`src/rtl/iter_serial_engine_pkg.sv`:
```
// Shared definitions for the iterative serial P/Q engine: FSM encoding and default operand width.
package iter_serial_engine_pkg;

  localparam int DEFAULT_WIDTH = 8;

  typedef enum logic [1:0] {
    IDLE = 2'd0,
    RUN  = 2'd1,
    DONE = 2'd2
  } state_t;

endpackage

```
`src/rtl/iter_step.sv`:
```
// Combinational single iteration: P' = b ? Q : P, Q' = !b | (P & Q).
module iter_step (
  input  logic b,
  input  logic p,
  input  logic q,
  output logic p_nxt,
  output logic q_nxt
);

  assign p_nxt = b ? q : p;
  assign q_nxt = ~b | (p & q);

endmodule

```
`src/rtl/iter_serial_engine.sv`:
```
// Serial engine folding WIDTH operand bits through iter_step, one bit per cycle.
// Optional macro ITER_CHAIN_EN adds a chain input that seeds P/Q from the previous result.
module iter_serial_engine
  import iter_serial_engine_pkg::*;
#(
  parameter int WIDTH = DEFAULT_WIDTH
) (
  input  logic             clk,
  input  logic             rst_n,
  input  logic             start,
  input  logic             dir,
  input  logic [WIDTH-1:0] x,
  input  logic             p_init,
  input  logic             q_init,
`ifdef ITER_CHAIN_EN
  input  logic             chain,
`endif
  output logic             busy,
  output logic             done,
  output logic             p_out,
  output logic             q_out,
  output state_t           state_dbg
);

  localparam int CW = $clog2(WIDTH + 1);

  // Handshake: start is a request sampled only in IDLE (no ready, no queuing);
  // done is a one-cycle completion strobe, p_out/q_out hold the result until the next accept.
  state_t           state, state_nxt;
  logic [CW-1:0]    cnt;
  logic [WIDTH-1:0] x_q;
  logic             dir_q;
  logic             p_q, q_q;
  logic             b, p_nxt, q_nxt;
  logic             p_seed, q_seed;
  logic             accept, last_step;

  assign accept    = (state == IDLE) && start;
  assign last_step = (state == RUN) && (cnt == CW'(WIDTH - 1));

`ifdef ITER_CHAIN_EN
  assign p_seed = chain ? p_out : p_init;
  assign q_seed = chain ? q_out : q_init;
`else
  assign p_seed = p_init;
  assign q_seed = q_init;
`endif

  // The operand is shifted toward the consumed end, so the current bit is always at a fixed edge.
  assign b = dir_q ? x_q[WIDTH-1] : x_q[0];

  iter_step u_step (
    .b     (b),
    .p     (p_q),
    .q     (q_q),
    .p_nxt (p_nxt),
    .q_nxt (q_nxt)
  );

  always_comb begin
    state_nxt = state;
    case (state)
      IDLE:    if (start) state_nxt = RUN;
      RUN:     if (last_step) state_nxt = DONE;
      DONE:    state_nxt = IDLE;
      default: state_nxt = IDLE;
    endcase
  end

  always_ff @(posedge clk) begin
    if (!rst_n) begin
      state <= IDLE;
      cnt   <= '0;
      x_q   <= '0;
      dir_q <= 1'b0;
      p_q   <= 1'b0;
      q_q   <= 1'b0;
      p_out <= 1'b0;
      q_out <= 1'b0;
    end else begin
      state <= state_nxt;
      if (accept) begin
        x_q   <= x;
        dir_q <= dir;
        p_q   <= p_seed;
        q_q   <= q_seed;
        cnt   <= '0;
      end else if (state == RUN) begin
        x_q <= dir_q ? (x_q << 1) : (x_q >> 1);
        p_q <= p_nxt;
        q_q <= q_nxt;
        cnt <= cnt + CW'(1);
        if (last_step) begin
          p_out <= p_nxt;
          q_out <= q_nxt;
        end
      end
    end
  end

  assign busy      = (state == RUN);
  assign done      = (state == DONE);
  assign state_dbg = state;

endmodule
```
`config.mk`:
```
export PLATFORM = sky130hd
export DESIGN_NAME = iter_serial_engine
export DESIGN_NICKNAME = d
export VERILOG_FILES = /design/src/rtl/iter_serial_engine_pkg.sv /design/src/rtl/iter_step.sv /design/src/rtl/iter_serial_engine.sv
export SDC_FILE = /design/constraint.sdc
export NUM_CORES = 1
export LEC_CHECK = 0
export CAP_MARGIN = 30
export CORE_MARGIN = 2
export CORE_UTILIZATION = 40
export DETAILED_ROUTE_END_ITERATION = 8
export PLACE_DENSITY = 0.73
export SLEW_MARGIN = 0
export SYNTH_ARGS = -nofsm -noshare
export SYNTH_HDL_FRONTEND = slang
export SYNTH_SLANG_ARGS = --single-unit
```
`constraint.sdc`:
```
create_clock -name clk -period 1.2 [get_ports clk]
set_clock_uncertainty 0.15 [all_clocks]
set_input_delay 0.18 -clock clk [delete_from_list [all_inputs] [get_ports clk]]
set_output_delay 0.18 -clock clk [all_outputs]
set_load 0.005 [all_outputs]
```
; ---- Word level (Yosys, flattened, before mapping)
; Index checks and enable logic that the tools add are counted.
[word_totals]
register_bits = 19
latchBits = 0
mem_bits_rw = 0
romBits = 0
in_bits = 14
out_inout_bits = 6
word_cells = 38
mem_count = 0
[classes]
addsub = 1
n_mul = 0
div_mod_pow = 0
magnitude_cmp = 0
n_eq_ne = 5
n_shift = 0
mux = 12
bitwise_logic = 5
n_reduce_logical = 7
[ops]
columns = cell, count
row1 = 8-bit two-way mux, 3
row2 = 1-bit two-way mux, 6
row3 = 4-bit by 1-bit adder with 4-bit output (second input constant), 1
row4 = 4-bit by 3-bit equality test with 1-bit output (second input constant), 1
row5 = 2-bit two-way mux, 2
row6 = 2-bit case mux with 2 select lines, 1
row7 = 1-bit inverter, 3
row8 = 3-bit AND reduction, 1
row9 = 2-bit by 1-bit equality test with 1-bit output (second input constant), 1
row10 = 2-bit equality test (second input constant), 1
row11 = 1-bit logical AND, 2
row12 = 2-bit logical NOT, 1
row13 = 2-bit by 1-bit != test with 1-bit output (second input constant), 1
row14 = 2-bit != test (second input constant), 1
row15 = 2-bit AND reduction, 1
row16 = 2-bit nonzero test, 1
row17 = 2-bit OR reduction, 1
row18 = 1-bit AND, 1
row19 = 1-bit bitwise OR, 1

; ---- Depth between registers and ports, before layout
; Gate-level depths: netlist of run 1.
[logic_depth]
word_depth = 5
ltp_mapped = 5

; ---- Cells and area by module
; From an unflattened synthesis of run 1, not the netlist that was laid out.
[hier_totals]
cells_unflattened = 107
hier_area_um2 = 1004.7
[modules_own_cells]
columns = module, instances, cells_each, area_per_inst_um2, seq_area_each_um2
row1 = iter_serial_engine, 1, 105, 979.7, 380.4
row2 = iter_step, 1, 2, 25.0, 0.0

; ---- Worst setup path after synthesis of run 1
; OpenSTA, ideal clock, no wires.
[synth_timing]
path_kind = flip-flop to flip-flop
startpoint = reg dir_q
endpoint = reg x_q[2]
arrival_ns = 1.049
required_time_ns = 0.918
path_slack_ns = -0.131
path_stages_with_launch = 5
n_path_buf = 1
synth_period_minus_slack_ns = 1.331
cell_sequence = dfxtp_1 > buf_2 > mux2_2 > o221ai_1 > a21oi_1
[synth_between]
elab_chain_cells = 3
[synth_rtl]
columns = element, line_no
row1 = from (decl), iter_serial_engine.sv:32  ; logic dir_q;
row2 = from (signal assigned), iter_serial_engine.sv:84  ; dir_q <= dir;
row3 = 8-bit two-way mux, iter_serial_engine.sv:89  ; x_q <= dir_q ? (x_q << 1) : (x_q >> 1);
row4 = 8-bit two-way mux, iter_serial_engine.sv:88  ; end else if (state == RUN) begin
row5 = 8-bit two-way mux, iter_serial_engine.sv:82  ; if (accept) begin
row6 = to (signal assigned), iter_serial_engine.sv:89
row7 = to (decl), iter_serial_engine.sv:31  ; logic [WIDTH-1:0] x_q;
; No other way between the ends. The select of a mux whose other input is x is not followed.
; A chain may end at the register's enable or synchronous reset.

; ---- Final worst setup path of run 1
[layout_timing]
startpoint = reg state[1], in the netlist state_dbg[1]
endpoint = reg x_q[1]
[layout_between]
elab_chain_cells = 3
word_cells_on_any_way = 5
cone_classes = eq/ne: 1 / mux: 1 / reduce/logical: 3
[layout_rtl]
columns = element, line_no
row1 = from (decl), iter_serial_engine.sv:29  ; state_t state, state_nxt;
row2 = from (signal assigned), iter_serial_engine.sv:81  ; state <= state_nxt;
row3 = 2-bit logical NOT, iter_serial_engine.sv:38  ; assign accept = (state == IDLE) && start;
row4 = 1-bit logical AND, iter_serial_engine.sv:38
row5 = 8-bit two-way mux or 2-bit nonzero test (tied branches), n/a
; Parallel ways exist; a longest one is shown, timed or not.

==> results.md, run 1 <==
Status:
- The run finished, with violations left.
- The checks that failed: setup timing.

Place:
- The post-placement worst setup slack is -427 ps.
- Input and output buffers added on the ports amount to 19.
- The routability congestion estimate is between 0.8 and 0.9.
- Detailed placement ended at an HPWL of ~1.7 mm.

Cells and area:
- The count of antenna diodes in the layout is 0.
- In the final layout, the share of cells above drive strength 1 is 0.527.
- The flip-flop and latch area is slightly below 400 sq um.
- The final net count is ~180.
- The area of the multi-input gates is ~700 sq um.
- The library cells used most frequently in the layout, excluding fill and tap cells, are 21 x sky130_fd_sc_hd__buf_4, 20 x sky130_fd_sc_hd__buf_6, 14 x sky130_fd_sc_hd__dfxtp_1.
- The fill cell instance count of the final layout is 161.
- The commonest non-fill, non-tap cell in the layout is sky130_fd_sc_hd__buf_4.
- The synthesis-to-finish area growth is 67.9%.

Pwr:
- VDD sags by at most between 0.5 and 0.6 mV.
- The static leakage power is around 0.67 nW.
- The power density of the placed cells is between 800 and 900 nW/um^2.

Clocking:
- The maximum level of the CTS H-tree is 1.
- The master cell of the clock root buffer is sky130_fd_sc_hd__clkbuf_4.
- The number of buffers added by the clock tree synthesis step is 3.
- The insertion delay to the later sink of the worst-skew pair is between 300 and 400 ps.
- The CTS tree is done.
- No sink is reached through more buffers than the 2 on the longest clock path.
- The clock sink count is 19.
- Clock-pin slew was measured on the worst setup and hold paths at 120 ps.

Floorplan:
- The number of standard-cell rows in the floorplan is 18.
- The I/O pin count is 20.
- The initial cell density of the core is 0.417.
- The area of the placeable core is 2430 sq um.
- The die footprint is 2960 sq um.
- The vertical die dimension is between 50 and 60 um.
- The overall die width is roughly 54 um.

Timing:
- After routing, the total negative slack on setup checks comes to -6340 ps.
- The minimum clock period is 1580 ps.
- Once routing completed, OpenROAD measured the worst setup slack at -379 ps.
- The fmax is 0.633 GHz.
- The max-slew headroom at the worst pin is 0.694.
- The number of slew-limit violations in the final report came to 0.
- The final hold violation count was 0.
- The transition at the pin with the smallest max-transition slack is roughly 460 ps.
- Setup violations remaining at the end of the flow were counted as 22.
- Setup repair after global routing could not meet its margin everywhere.
- Dividing the final minimum period by the clock period gives 1.32.

Routing:
- The per-cell routed wire length is around 17 um.
- The first TritonRoute pass finished after 4 iterations.
- The final route contains about 1100 vias.
- The post-route DRC violation count is 0.
- For this block, the initial DRC count from the detailed router was 27.
- Dividing the detail-routed via count by the number of cells gives 5.55.
- The final layout contains routed wiring with a total length of 3.28 mm.
- The detail route stage leaves a number of antenna-violating nets equal to 0.

Synth:
- The count of mapped cells out of synthesis is between 100 and 150.
- For this run, the number of Yosys warnings is 0.
- For this run, asynchronously set or reset flops after synthesis account for 0.
- The mapped cell area is about 1000 sq um.
- The commonest register cell after synthesis is sky130_fd_sc_hd__dfxtp_1.
- The part of the Yosys area used for sequential elements is 0.375.
- The number of distinct library cells after synthesis is 38.
- After synthesis, the mean cell area works out to 9.22 sq um.
- The count of flip-flops with a built-in enable after synthesis is 0.
- The number of nets handed over by synthesis was 125.
- Counting flops and latches in the post-synthesis netlist gives 19.

Global route:
- The number of antenna violations at the first check in global routing is 0.
- The number of global-route vias before repair is 1030.
- Across every metal layer, demand over resource in global routing totals 0.240.
- For this run the aggregate overflow at the end of global routing stands at 0.
- The largest net degree at the start of global routing is 14.
- The first global-routing pass estimated about 5 mm of wire.

Critical path:
- The required arrival time at the worst endpoint is around 1300 ps.
- The maximum net fanout on the critical path is 4.
- Data arrives at the worst endpoint at 1630 ps.
- The critical path endpoint category is a register.
- STA classifies the critical path startpoint as a register.
- The critical path start-end classification is reg2reg.

Worst hold path:
- The min-delay analysis places its worst path in the category reg2reg.

Job:
- Max-cap violations in this run came to 0.
[worst max-delay path: stages, from the launching register on]
cell and delay [ps]:
sky130_fd_sc_hd__dfxtp_4 370, sky130_fd_sc_hd__buf_6 120, sky130_fd_sc_hd__buf_6 120, sky130_fd_sc_hd__nor3b_4 260, sky130_fd_sc_hd__buf_6 160, sky130_fd_sc_hd__mux2i_2 220
sky130_fd_sc_hd__o31ai_2 70
[kinds of logic (layout without fill, tap and decap cells)]
family          Yosys count  after routing  synth area share
compound gates           32             32             0.213
buf+inv                  10             65            0.0715
fa+ha+maj                 1              1            0.0123
simple gates             36             36             0.203
xor+xnor                  2              2            0.0173
flops                    19             19             0.375
mux                      10             10             0.107
[registers in the layout, indices dropped and copies added, names as in the netlist]
signal,flops
x_q,8
cnt,4
state_dbg,2
dir_q,1
p_out,1
p_q,1
q_out,1
q_q,1
[final cells by class]
class / count / share of cell area
clock buffer: 3 / 0.0132
clock inverter: 1 / 0.00294
inverter: 3 / 0.00808
multi-input combinational: 81 / 0.410
sequential: 19 / 0.231
tap: 30 / 0.0220
timing repair buffer: 58 / 0.313
[per-layer routing]
layer | share of wire | wire (um) | track usage
met1 | 0.43 | 1390 | 0.286
met4 | 0.034 | 112 | 0.125
met2 | 0.50 | 1620 | 0.412
met3 | 0.044 | 144 | 0.0355
met5 | 0 | 0 | 0
[power breakdown]
| group | switching [mW] | total [mW] | internal, mW |
|---|---|---|---|
| Sequential | 0.0368 | 0.697 | 0.660 |
| Clock | 0.214 | 0.339 | 0.125 |
| Combinational | 0.191 | 0.456 | 0.265 |
[cell usage after synthesis (2+ instances only)]
library cell	instances	share of area
sky130_fd_sc_hd__a31oi_1	2	0.012
sky130_fd_sc_hd__buf_6	4	0.044
sky130_fd_sc_hd__nand3_1	4	0.020
sky130_fd_sc_hd__mux2_2	7	0.078
sky130_fd_sc_hd__nand2b_1	2	0.012
sky130_fd_sc_hd__nand3b_1	4	0.030
sky130_fd_sc_hd__nand2_1	12	0.044
sky130_fd_sc_hd__inv_1	2	0.0074
sky130_fd_sc_hd__o21ai_0	2	0.0099
sky130_fd_sc_hd__o221ai_1	5	0.043
sky130_fd_sc_hd__dfxtp_1	19	0.37
sky130_fd_sc_hd__a311oi_1	2	0.017
sky130_fd_sc_hd__mux2i_1	3	0.030
sky130_fd_sc_hd__nor2_1	5	0.018
sky130_fd_sc_hd__a21oi_1	14	0.069
[timing repair]
item / in CTS / in global routing
hold buffers: 0 / 0
setup endpoints to repair: 24 / 24
pin swaps: 20 / 10
resized for setup: 59 / 14
setup buffers: 15 / 4
[path summary, 6_finish.rpt]
check	from	endpoint	slack (ps)	depth (start not counted)
max	state_dbg[1]	x_q[1]	-380	6
min	x_q[2]	x_q[2]	330	2
max reg2reg	state_dbg[1]	x_q[1]	-380	6
min reg2reg	x_q[2]	x_q[2]	330	2
[stage by stage]
| stage | utilization | power [mW] | hold WS (ps) | area, sq um | instances |
|---|---|---|---|---|---|
| floorplan | - | 0.884 | 148 | 1040 | 110 |
| global placement | 0.560 | 1.01 | 316 | 1360 | 173 |
| detailed placement | 0.560 | 1.02 | 320 | 1360 | 173 |
| CTS | 0.678 | 1.45 | 326 | 1650 | 192 |
| global route | 0.701 | 1.55 | 350 | 1700 | 195 |
| finish | 0.701 | 1.49 | 332 | 1700 | 195 |
(Power assumes the default switching activity.)
==> inputs of run 2 (changes only) <==
Settings changed: PLACE_DENSITY 0.73 to 0.67, SLEW_MARGIN 0 to 20.
==> run 2 against run 1 <==
The run still ends with setup timing left. Non-clock buffer count decreased by 10. Wire length fell by 17%. Die area stayed put. First-iteration DRC count is 19% lower. Global-route usage is 4.1 points lower. Critical path type unchanged. Largest cell class unchanged. Largest power group unchanged. Highest routed layer unchanged.
==> results.md, run 2 (synthesis gave the netlist of run 1 again) <==
Place:
- The total half-perimeter wirelength after legalization and detailed placement is 1.85 mm (+6.1%).
- The number of buffers inserted by port buffering is 19 (unchanged).
- The placement-stage cell area is 1370 sq um (+0.92%).
- The routability congestion estimate came to 0.841 (+4.6%).

Status:
- The checks that failed: setup timing.
- The flow ran to the end, but the final reports show violations.

Global route:
- The largest net degree at the start of global routing is 14 (unchanged).
- The global-route usage over all layers was 0.199 (-0.0411).
- The number of global-route vias before repair came to 940 (-8.7%).
- The number of antenna violations at the first check in global routing is 0 (unchanged).
- The first-pass GRT wire length is 4.20 mm (-14%).
- The sum of overflow across all layers after global routing is 0 (unchanged).

Clocking:
- The CTS tree is done.
- The maximum level of the CTS H-tree is 1 (unchanged).
- The number of buffers added by the clock tree synthesis step is 3 (unchanged).
- The maximum number of buffers from clock root to sink is 2 (unchanged).
- The insertion delay to the later sink of the worst-skew pair came to 300 ps (about the same).
- CTS placed an instance of sky130_fd_sc_hd__clkbuf_4 at the clock tree root.
- The clock sink count is 19 (unchanged).
- The post-CTS clock slew at the launch and capture registers of the worst setup and hold paths was 110 ps (about the same).

Pwr:
- The internal cell power is 1.01 mW (-3.8%).
- The clock group share of total power is 0.238 (+0.011).
- The static leakage power is 0.602 nW (-10%).
- The worst voltage drop across the vdd grid came to 0.698 mV (+18%).
- The switching share of power came to 0.281 (-0.0150).
- The overall power consumption is 1.41 mW (-5.8%).
- The fraction of power consumed by sequential logic came to 0.495 (+0.028).
- The switching component of the power was 395 uW (-11%).
- The power density of the placed cells came to 911 nW/um^2 (+4.0%).
- The proportion of power drawn by combinational gates was 0.267 (-0.039).

Timing:
- The number of slew-limit violations in the final report was 0 (unchanged).
- Setup repair after global routing could not meet its margin everywhere.
- The least setup slack across all paths after layout is -366 ps (+13.4 ps).
- The minimum clock period came to 1570 ps (-13.4 ps).
- The post-route worst hold slack was 322 ps (-9.47 ps).
- The fmax is 0.639 GHz (+0.86%).
- The post-route clock period utilization is 1.30 (-0.0112).
- The transition at the pin with the smallest max-transition slack is 428 ps (-29.6 ps).
- The total setup violations reported at the end of the flow is 22 (unchanged).
- The final hold violation count is 0 (unchanged).
- The max-slew headroom at the worst pin is 0.714 (+0.0197).

Cells and area:
- The flip-flop count of the largest register after layout is 8 (unchanged).
- The share of cells above drive strength 1 came to 0.419 (-0.108).
- The utilization of the core after routing came to 0.634 (-0.0664).
- The library cells used most frequently in the layout, excluding fill and tap cells, are 19 x sky130_fd_sc_hd__buf_4, 14 x sky130_fd_sc_hd__dfxtp_1, 13 x sky130_fd_sc_hd__a21oi_1, 13 x sky130_fd_sc_hd__clkdlybuf4s50_1, 12 x sky130_fd_sc_hd__buf_6.
- Counting flops per register, the top entry is x_q.
- The count of antenna diodes in the layout is 0 (unchanged).
- The commonest non-fill, non-tap cell in the layout is sky130_fd_sc_hd__buf_4.
- The synthesis-to-finish area growth is 52.0%.
- The finished layout cell area was 1540 sq um (-9.5%).
- The final net count was 171 (-5.5%).

Critical path:
- The signal arrival time at the worst endpoint came to 1600 ps (-30 ps).
- The worst setup path is captured at a register.
- The reg2reg setup slack came to -370 ps (about the same).
- The required arrival time at the worst endpoint came to 1230 ps (-20 ps).
- The maximum net fanout on the critical path came to 4 (unchanged).
- The startpoint class of the critical path is a register.
- The critical path start-end classification is reg2reg.

Routing:
- The number of nets with antenna violations after detailed routing is 0 (unchanged).
- The detailed router's first-iteration violation count was 22 (-19%).
- The first-pass detailed-route iteration total was 4 (unchanged).
- The total wire length was 2.71 mm (-17%).
- The post-route DRC violation count came to 0 (unchanged).
- The per-cell routed wire length is 14.6 um (-13%).
- The number of vias per cell is 5.31 (-4.3%).
- The overall via count from detail_route is 983 (-9.2%).

Floorplan:
- The die footprint is 2960 sq um (unchanged).
- The initial cell density of the core is 0.417 (unchanged).
- The number of standard-cell rows in the floorplan is 18 (unchanged).
- The I/O pin count is 20 (unchanged).
- The overall die width is 54.4 um (unchanged).
- The vertical die dimension came to 54.4 um (unchanged).
- The area of the placeable core came to 2430 sq um (unchanged).

Job:
- The max capacitance violation total is 0 (unchanged).

Worst hold path:
- The path class of the tightest hold or removal check is reg2reg.
## run 2: cell types whose count changed in the layout (fill, tap and decap cells not counted), moves of 2 or more
| cell | before | now |
|---|---|---|
| sky130_fd_sc_hd__buf_6 | 20 | 12 |
| sky130_fd_sc_hd__a21oi_1 | 11 | 13 |
| sky130_fd_sc_hd__a21oi_2 | 3 | 1 |
| sky130_fd_sc_hd__buf_4 | 21 | 19 |
| sky130_fd_sc_hd__nand2_1 | 9 | 11 |
| sky130_fd_sc_hd__nand2_2 | 3 | 1 |
## run 2: power by group through the flow
stage          registers [mW]  logic [mW]  clock network [mW]
6_report                0.696       0.375               0.334
5_1_grt                 0.702       0.405               0.361
4_1_cts                 0.693       0.338               0.339
3_5_place_dp            0.715       0.308                   0
3_3_place_gp            0.713       0.303                   0
2_1_floorplan           0.704       0.181                   0
## run 2: stage by stage
step	setup slack (ps)	instances	TNS [ps]
CTS	-345	181	-5640
global route	-434	185	-7800
detailed placement	-425	173	-7040
global placement	-416	173	-6690
finish	-366	185	-6160
floorplan	-110	110	-662
## run 2: what timing repair did
item | in CTS | in global routing
hold buffers | 0 | 0
buffers inserted | 5 | 5
pin swaps | 4 | 13
cloned | 0 | 0
endpoints found under the hold margin | 0 | 0
endpoints found under the setup margin | 24 | 24
resized for setup | 31 | 18
## run 2: cell type report
cell class	instances	area [sq um]
inverters	3	16.3
well taps	30	37.5
flip-flops and latches	19	392
multi-input cells	81	628
clock buffers	4	26.3
fillers	199	890
repair buffers	48	443
## run 2: path summary, 6_finish.rpt
check	from	to	cells after the start
setup / recovery	state_dbg[0]	x_q[1]	6
hold / removal	x_q[2]	x_q[2]	2
hold reg to reg	x_q[2]	x_q[2]	2
setup reg to reg	state_dbg[0]	x_q[1]	6
## run 2: worst max-delay path, stage by stage (launching register included)
cell and delay [ps]:
sky130_fd_sc_hd__dfxtp_4 360, sky130_fd_sc_hd__buf_6 120, sky130_fd_sc_hd__buf_6 110, sky130_fd_sc_hd__nor3b_4 290, sky130_fd_sc_hd__buf_6 150, sky130_fd_sc_hd__mux2i_1 200
sky130_fd_sc_hd__o31ai_2 70
## run 2: layer usage
layer / up-vias / part of all wire / GRT usage
met5: - / 0 / 0
li1: 490 / - / -
met2: 24 / 0.50 / 0.315
met3: 6 / 0.039 / 0.0301
met4: 0 / 0.019 / 0.104
met1: 463 / 0.45 / 0.258
